--- config.mk ---
export PLATFORM = sky130hd
export DESIGN_NAME = gpio_port_responder
export DESIGN_NICKNAME = d
export VERILOG_FILES = /design/src/rtl/gpio_port_pkg.sv /design/src/rtl/gpio_port_responder_pin_sync_edge.sv /design/src/rtl/gpio_port_responder.sv
export SDC_FILE = /design/constraint.sdc
export NUM_CORES = 1
export LEC_CHECK = 0
export CAP_MARGIN = 25
export CORE_ASPECT_RATIO = 1.5
export CORE_MARGIN = 3
export CORE_UTILIZATION = 25
export DETAILED_ROUTE_END_ITERATION = 10
export HOLD_SLACK_MARGIN = 0.03
export PLACE_DENSITY = 0.55
export SETUP_SLACK_MARGIN = 0.3
export SYNTH_ARGS = -nofsm -noshare
export SYNTH_HDL_FRONTEND = slang
export SYNTH_SLANG_ARGS = --single-unit
--- constraint.sdc ---
create_clock -name sys_clk -period 5.9 [get_ports sys_clk]
set_input_delay 0.885 -clock sys_clk [delete_from_list [all_inputs] [get_ports sys_clk]]
set_output_delay 0.885 -clock sys_clk [all_outputs]
set_load 0.005 [all_outputs]
--- src/rtl/gpio_port_pkg.sv ---
// Shared opcodes, FSM states and constants for the GPIO port responder.
package gpio_port_pkg;

    typedef enum logic [3:0] {
        OP_WRITE_OUT = 4'h1,
        OP_WRITE_DIR = 4'h2,
        OP_SET       = 4'h3,
        OP_CLR       = 4'h4,
        OP_TGL       = 4'h5,
        OP_READ_PINS = 4'h8,
        OP_READ_OUT  = 4'h9,
        OP_READ_DIR  = 4'hA,
        OP_WAIT_EDGE = 4'hC
    } op_e;

    typedef enum logic [1:0] {
        ST_IDLE = 2'd0,
        ST_WAIT = 2'd1,
        ST_RESP = 2'd2
    } state_e;

    localparam logic [12:0] CLKCMD_PATTERN = 13'h1C00;
    localparam logic [7:0]  TIMEOUT_FLAG   = 8'h80;
    localparam logic [15:0] UNKNOWN_DATA   = 16'hFFFF;

endpackage

--- src/rtl/gpio_port_responder_pin_sync_edge.sv ---
// Two-flop pin synchronizer plus a snapshot/mask pair used to detect masked
// changes on the synchronized pins while a wait-for-edge is pending.
module pin_sync_edge
    import gpio_port_pkg::*;
#(
    parameter int PINCOUNT = 8
) (
    input  logic                i_clk,
    input  logic                i_rst,
    input  logic                i_clk_en,
    input  logic                i_capture,
    input  logic [PINCOUNT-1:0] i_pins,
    input  logic [PINCOUNT-1:0] i_mask,
    output logic [PINCOUNT-1:0] o_synced,
    output logic                o_changed
);

    logic [PINCOUNT-1:0] r_meta;
    logic [PINCOUNT-1:0] r_sync;
    logic [PINCOUNT-1:0] r_snap;
    logic [PINCOUNT-1:0] r_mask;

    always_ff @(posedge i_clk or posedge i_rst) begin
        if (i_rst) begin
            r_meta <= '0;
            r_sync <= '0;
            r_snap <= '0;
            r_mask <= '0;
        end else if (i_clk_en) begin
            r_meta <= i_pins;
            r_sync <= r_meta;
            // Snapshot is the synced value seen in the accept cycle.
            if (i_capture) begin
                r_snap <= r_sync;
                r_mask <= i_mask;
            end
        end
    end

    assign o_synced  = r_sync;
    assign o_changed = |((r_sync ^ r_snap) & r_mask);

endmodule

--- src/rtl/gpio_port_responder.sv ---
// Device-side responder for one IO port command bundle: decodes command words,
// drives a small GPIO block and returns register/memory responses.
module gpio_port_responder
    import gpio_port_pkg::*;
#(
    parameter int          PINCOUNT      = 8,
    parameter logic [7:0]  RESETOUT      = 8'h00,
    parameter logic [15:0] TIMEOUTCYCLES = 16'd0
) (
    input  logic                sys_clk,
    input  logic                async_rst,
    input  logic                clk_en,
    input  logic                CmdEn,
    output logic                CmdReady,
    input  logic                CmdResponseRequested,
    input  logic [3:0]          CmdDestReg,
    input  logic [15:0]         CmdData,
    output logic                RespACK,
    input  logic                RespREQ,
    output logic                RespRegFlag,
    output logic                RespMemFlag,
    output logic [3:0]          RespDestReg,
    output logic [15:0]         RespData,
    input  logic [PINCOUNT-1:0] PinsIn,
    output logic [PINCOUNT-1:0] PinsOut,
    output logic [PINCOUNT-1:0] PinsOE,
    output logic [1:0]          DbgState
);

    // Handshakes: a command transfers on a rising edge with CmdEn && CmdReady
    // (and clk_en); a response transfers on a rising edge with RespACK && RespREQ
    // (and clk_en), and RespACK plus every Resp* field stay stable until then.

    state_e              r_state;
    state_e              w_next;
    logic [PINCOUNT-1:0] r_out;
    logic [PINCOUNT-1:0] r_oe;
    logic [15:0]         r_cnt;
    logic [3:0]          r_tag;
    logic                r_ack;
    logic                r_reg;
    logic                r_mem;
    logic [3:0]          r_dest;
    logic [15:0]         r_data;

    logic [3:0]          w_op;
    logic [7:0]          w_arg8;
    logic [PINCOUNT-1:0] w_arg;
    logic                w_cmd;
    logic                w_timeout;
    logic                w_resp_done;
    logic [PINCOUNT-1:0] w_synced;
    logic                w_changed;
    logic [PINCOUNT-1:0] w_out_nxt;
    logic [PINCOUNT-1:0] w_oe_nxt;
    logic                w_capture;
    logic                w_resp_load;
    logic                w_resp_reg;
    logic                w_resp_mem;
    logic [3:0]          w_resp_dest;
    logic [15:0]         w_resp_data;
    logic                w_unused;

    assign CmdReady = (r_state == ST_IDLE) && clk_en;
    assign w_op     = CmdData[15:12];
    assign w_arg8   = CmdData[7:0];
    assign w_arg    = w_arg8[PINCOUNT-1:0];
    assign w_unused = ^CmdData[11:8];

    // Clock-control words share this bus and are swallowed without effect.
    assign w_cmd       = CmdEn && CmdReady && (CmdData[12:0] != CLKCMD_PATTERN);
    assign w_timeout   = (TIMEOUTCYCLES != 16'd0) && ((r_cnt + 16'd1) == TIMEOUTCYCLES);
    assign w_resp_done = (r_state == ST_RESP) && RespREQ;

    pin_sync_edge #(.PINCOUNT(PINCOUNT)) u_sync (
        .i_clk     (sys_clk),
        .i_rst     (async_rst),
        .i_clk_en  (clk_en),
        .i_capture (w_capture),
        .i_pins    (PinsIn),
        .i_mask    (w_arg),
        .o_synced  (w_synced),
        .o_changed (w_changed)
    );

    always_comb begin
        w_next      = r_state;
        w_out_nxt   = r_out;
        w_oe_nxt    = r_oe;
        w_capture   = 1'b0;
        w_resp_load = 1'b0;
        w_resp_reg  = 1'b0;
        w_resp_mem  = 1'b0;
        w_resp_dest = CmdDestReg;
        w_resp_data = 16'h0000;
        case (r_state)
            ST_IDLE: begin
                if (w_cmd) begin
                    case (w_op)
                        OP_WRITE_OUT, OP_SET, OP_CLR, OP_TGL: begin
                            w_resp_load = CmdResponseRequested;
                            w_resp_mem  = 1'b1;
                            w_resp_data = 16'(r_out);
                            if (w_op == OP_WRITE_OUT)  w_out_nxt = w_arg;
                            else if (w_op == OP_SET)   w_out_nxt = r_out | w_arg;
                            else if (w_op == OP_CLR)   w_out_nxt = r_out & ~w_arg;
                            else                       w_out_nxt = r_out ^ w_arg;
                        end
                        OP_WRITE_DIR: begin
                            w_resp_load = CmdResponseRequested;
                            w_resp_mem  = 1'b1;
                            w_resp_data = 16'(r_oe);
                            w_oe_nxt    = w_arg;
                        end
                        OP_READ_PINS, OP_READ_OUT, OP_READ_DIR: begin
                            w_resp_load = 1'b1;
                            w_resp_reg  = 1'b1;
                            if (w_op == OP_READ_PINS)     w_resp_data = 16'(w_synced);
                            else if (w_op == OP_READ_OUT) w_resp_data = 16'(r_out);
                            else                          w_resp_data = 16'(r_oe);
                        end
                        OP_WAIT_EDGE: begin
                            w_capture = 1'b1;
                            w_next    = ST_WAIT;
                        end
                        default: begin
                            w_resp_load = CmdResponseRequested;
                            w_resp_mem  = 1'b1;
                            w_resp_data = UNKNOWN_DATA;
                        end
                    endcase
                    if (w_resp_load) w_next = ST_RESP;
                end
            end
            ST_WAIT: begin
                w_resp_dest = r_tag;
                w_resp_reg  = 1'b1;
                // An edge seen in the same cycle as the timeout wins.
                if (w_changed) begin
                    w_resp_load = 1'b1;
                    w_resp_data = {8'h00, 8'(w_synced)};
                    w_next      = ST_RESP;
                end else if (w_timeout) begin
                    w_resp_load = 1'b1;
                    w_resp_data = {TIMEOUT_FLAG, 8'(w_synced)};
                    w_next      = ST_RESP;
                end
            end
            ST_RESP: begin
                if (RespREQ) w_next = ST_IDLE;
            end
            default: w_next = ST_IDLE;
        endcase
    end

    always_ff @(posedge sys_clk or posedge async_rst) begin
        if (async_rst) r_state <= ST_IDLE;
        else if (clk_en) r_state <= w_next;
    end

    always_ff @(posedge sys_clk or posedge async_rst) begin
        if (async_rst) begin
            r_out  <= RESETOUT[PINCOUNT-1:0];
            r_oe   <= '0;
            r_cnt  <= '0;
            r_tag  <= '0;
            r_ack  <= 1'b0;
            r_reg  <= 1'b0;
            r_mem  <= 1'b0;
            r_dest <= '0;
            r_data <= '0;
        end else if (clk_en) begin
            r_out <= w_out_nxt;
            r_oe  <= w_oe_nxt;
            if (w_capture) begin
                r_tag <= CmdDestReg;
                r_cnt <= '0;
            end else if (r_state == ST_WAIT) begin
                r_cnt <= r_cnt + 16'd1;
            end
            if (w_resp_load) begin
                r_ack  <= 1'b1;
                r_reg  <= w_resp_reg;
                r_mem  <= w_resp_mem;
                r_dest <= w_resp_dest;
                r_data <= w_resp_data;
            end else if (w_resp_done) begin
                r_ack <= 1'b0;
            end
        end
    end

    assign RespACK     = r_ack;
    assign RespRegFlag = r_reg;
    assign RespMemFlag = r_mem;
    assign RespDestReg = r_dest;
    assign RespData    = r_data;
    assign PinsOut     = r_out;
    assign PinsOE      = r_oe;
    assign DbgState    = r_state;

endmodule

==> Flow_metrics.wiki <==
{| class="wikitable"
! Metric !! Value
|-
| Outcome || finished, final reports clean
|-
| Timing-limited maximum frequency || 0.299 GHz
|-
| Number of CTS-inserted buffers || 9
|-
| Critical-path cell list || clkdlybuf4s50_1, and4bb_1, and4_1, nor2_1, nand3_1, mux2_2
|-
| Buffers from clock root to sink, at most || 2
|-
| Wire length of the first global-routing pass || 16.8 mm
|-
| Clock tree skew after final layout || 6.41 ps
|-
| N_diodes || 0
|-
| Met1 track demand over resource || 0.143
|-
| Met2 routing resource usage after global routing || 0.222
|-
| Total iterations of the first detailed-routing run || 4
|-
| Post-detailed-route via-to-cell ratio || 4.70
|-
| Mux contribution to synthesized area || 0.262
|-
| Detailed Route WL || 10.5 mm
|-
| Hold_buf cts || 0
|-
| # port buffers || 75
|-
| Leakage Power || 2.29 nW
|-
| Gate Count Post-Synth || 336
|-
| Critical Setup Path Class || in2reg
|-
| Maximum level of the CTS H-tree || 3
|-
| Synth Register Bits || 70
|-
| Number of global-route vias before repair || 3072
|-
| Post-Synth XOR/XNOR Area || 0.0176
|-
| Headroom to the max-slew limit || 0.343
|-
| Most frequently used flop master after synthesis || dfrtp_1
|-
| Via count of the routed design || 2852
|-
| Non-Filler Instances || 607
|-
| Overall die area || 0.0175 mm^2
|-
| Compound-cell area share of the yosys netlist || 0.0965
|-
| Final-layout setup total negative slack || 0 ps
|-
| Dominant cell by count in the synthesized netlist || dfrtp_1
|-
| Die Wd || 109 um
|-
| Worst min-delay path class || reg2reg
|-
| Unrepaired setup endpoints after global routing || no
|-
| Top cell type by total area after synthesis || dfrtp_1
|-
| Number of routed nets with antenna violations || 0
|-
| Critical path's top delay family || simple AND/OR/NAND/NOR gates
|-
| Ranking of synthesized cells by area || dfrtp_1 (44%), mux2_2 (17%), mux2i_1 (8.0%), ha_1 (5.0%), inv_1 (1.9%)
|-
| Clk Latency, worst-skew pair || 340 ps
|-
| Part of the cycle the worst path needs || 0.568
|-
| WP buf/inv || 1
|-
| Synth Warn # || 0
|-
| Number of rows created at floorplan || 55
|-
| Ports || 76
|-
| GR Util All Layers || 0.124
|-
| Top-area cell type share of the netlist area || 0.440
|-
| Reg-to-reg startpoint || u_sync.o_synced[6]
|-
| # Post-CTS Setup Buffers || 0
|-
| CP arrival || 3560 ps
|-
| Maximum resistive drop on vdd || 0.155 mV
|-
| DRC viols || 0
|-
| Core footprint || 0.0153 mm^2
|-
| Max Cap Violations || 0
|-
| Post-DR wirelength/cell || 17.3 um
|-
| Largest incremental delay on the critical path || 720 ps
|-
| Share of flip-flops with an asynchronous set or reset || 1.00
|-
| Final instance area || 0.00528 mm^2
|-
| Hold violation count in the final report || 0
|-
| Endpoint class of the critical path || flop
|-
| Overflow left after global routing || 0
|-
| Post-synth EDFFs || 0
|-
| Time the final worst path needs with I/O delays and setup || 3350 ps
|-
| Placed cell areas || 0.00488 mm^2
|-
| Total setup violations reported at the end of the flow || 0
|-
| Commonest cells in the synthesized netlist || dfrtp_1 (70), mux2_2 (60), mux2i_1 (32), inv_1 (20)
|-
| GR Layer Usage met3 || 0.0153
|-
| Post-synth cell types || 47
|-
| Final core utilization || 0.344
|-
| Die extent in y || 161 um
|-
| Clock sink count || 70
|-
| Half-perimeter wire length after placement || 7.87 mm
|-
| CP startpoint kind || input port
|-
| Mapped Area || 0.00398 mm^2
|-
| Starting density of the core || 0.259
|-
| Placed cells || 590
|-
| Number of instances resized during post-cts repair || 0
|-
| Launch point of the worst hold path || RespACK
|-
| Synthesis-to-finish area growth || 32.7%
|-
| Required arrival time at the worst endpoint || 6120 ps
|-
| Power Dens Cells || 404 mW/mm^2
|-
| Sequential element share of the synthesized area || 0.440
|-
| 1st-iter DRT viols || 123
|-
| Routability congestion estimate from global placement || 0.770
|-
| Pin count of the biggest net entering global routing || 71
|-
| TritonCTS clock tree || built
|-
| Average size of a mapped cell || 11.8 um^2
|-
| Critical path peak fanout || 21
|-
| Library cell contributing the largest single delay on the critical path || nand3_1
|-
| Number of antenna violations at the first check in global routing || 0
|-
| Final number of max-transition violations || 0
|-
| CTS root buf || clkbuf_16
|-
| Critical Path Start || CmdData[6]
|-
| Proportion of layout cells with a drive suffix above 1 || 0.233
|-
| Synth Net Count || 386
|-
| Most used routing layer || met2
|-
| Main combinational cell family by area after synthesis || multiplexers
|-
| Number of nets in the layout || 453
|-
| Actual transition at the worst max-transition pin || 983 ps
|-
| Area fraction in and, or, nand and nor cells after synthesis || 0.0802
|-
| Clock-pin slew on the worst setup and hold paths || 60 ps
|-
| Post-synthesis adder-cell area fraction || 0.0503
|}
worst paths after layout:
| check | endpoint | slack (ps) | depth (start not counted) |
|---|---|---|---|
| setup / recovery | u_sync.r_mask[3] | 2550 | 6 |
| hold / removal | RespACK | 480 | 2 |
| setup reg to reg | RespDestReg[3] | 3420 | 5 |
| hold reg to reg | RespACK | 480 | 2 |
| max in group asynchronous | DbgState[1] | 4160 | 3 |
| min in group asynchronous | PinsOE[3] | 1160 | 3 |
layer usage:
| layer | wire length (um) | vias to the layer above | share of wire |
|---|---|---|---|
| met5 | 0 | - | 0 |
| met4 | 263 | 0 | 0.025 |
| met2 | 5770 | 54 | 0.55 |
| met3 | 304 | 16 | 0.029 |
| li1 | - | 1349 | - |
| met1 | 4150 | 1433 | 0.40 |
tightest hold or removal path, stage by stage (launching register included):
cell,delay [ps]
dfrtp_1,340
nand2_1,50
nand2_1,50
flip-flops by register name, indices dropped and copies added, names as in the netlist:
register         cells
DbgState             2
RespData             9
PinsOE               8
RespACK              1
u_sync.o_synced      8
u_sync.r_mask        8
u_sync.r_snap        8
PinsOut              8
RespMemFlag          1
RespRegFlag          1
u_sync.r_meta        8
r_tag                4
RespDestReg          4
through the flow:
stage               total power (W)  setup slack (ps)  hold WS, ps
floorplan                   0.00112              3120          466
global placement            0.00145              1850          470
detailed placement          0.00148              1690          467
CTS                         0.00216              2000          482
global route                0.00226              2340          505
finish                      0.00213              2550          477
kinds of logic after synthesis:
kind of cell | after synthesis
compound gates | 49
xor+xnor | 8
fa+ha+maj | 16
buf+inv | 44
flops | 70
mux | 95
simple gates | 54
cell usage in the layout, fill, tap and decap left out, drive strengths merged, types with 2 or more instances in the layout:
cell           synthesis  layout
nor3                   7       7
clkbuf                13      11
bufinv                 0       4
dfrtp                 70      70
a221o                  7       7
a22oi                  4       4
nor3b                  4       4
a21oi                  5       5
nand3                  2       2
clkdlybuf4s50          0      75
o221ai                 2       2
inv                   20      20
mux2i                 32      32
o2bb2ai                4       4
nor2                   6       6
nand2                 16      16
mux2                  63      63
xor2                   8       8
nor4b                  2       2
nor2b                  4       4
ha                    16      16
o22a                   5       5
nand4                  3       3
a21o                   2       2
buf                   11       4
o21ai                 12      12
power breakdown:
group / total [W] / switching (W) / internal [W] / leakage (nW)
clock: 0.000674 / 0.000207 / 0.000466 / 0.179
sequential: 0.000786 / 0.000155 / 0.000631 / 0.892
combinational: 0.000676 / 0.000243 / 0.000433 / 1.22
final cells by class:
class	count	area, um^2
clock buffer	10	239
tap	199	249
multi-input combinational	222	2030
clock inverter	6	133
timing repair buffer	80	806
fill	1517	10100
sequential	70	1750
inverter	20	75.1
Power figures use the tool's default switching activity.
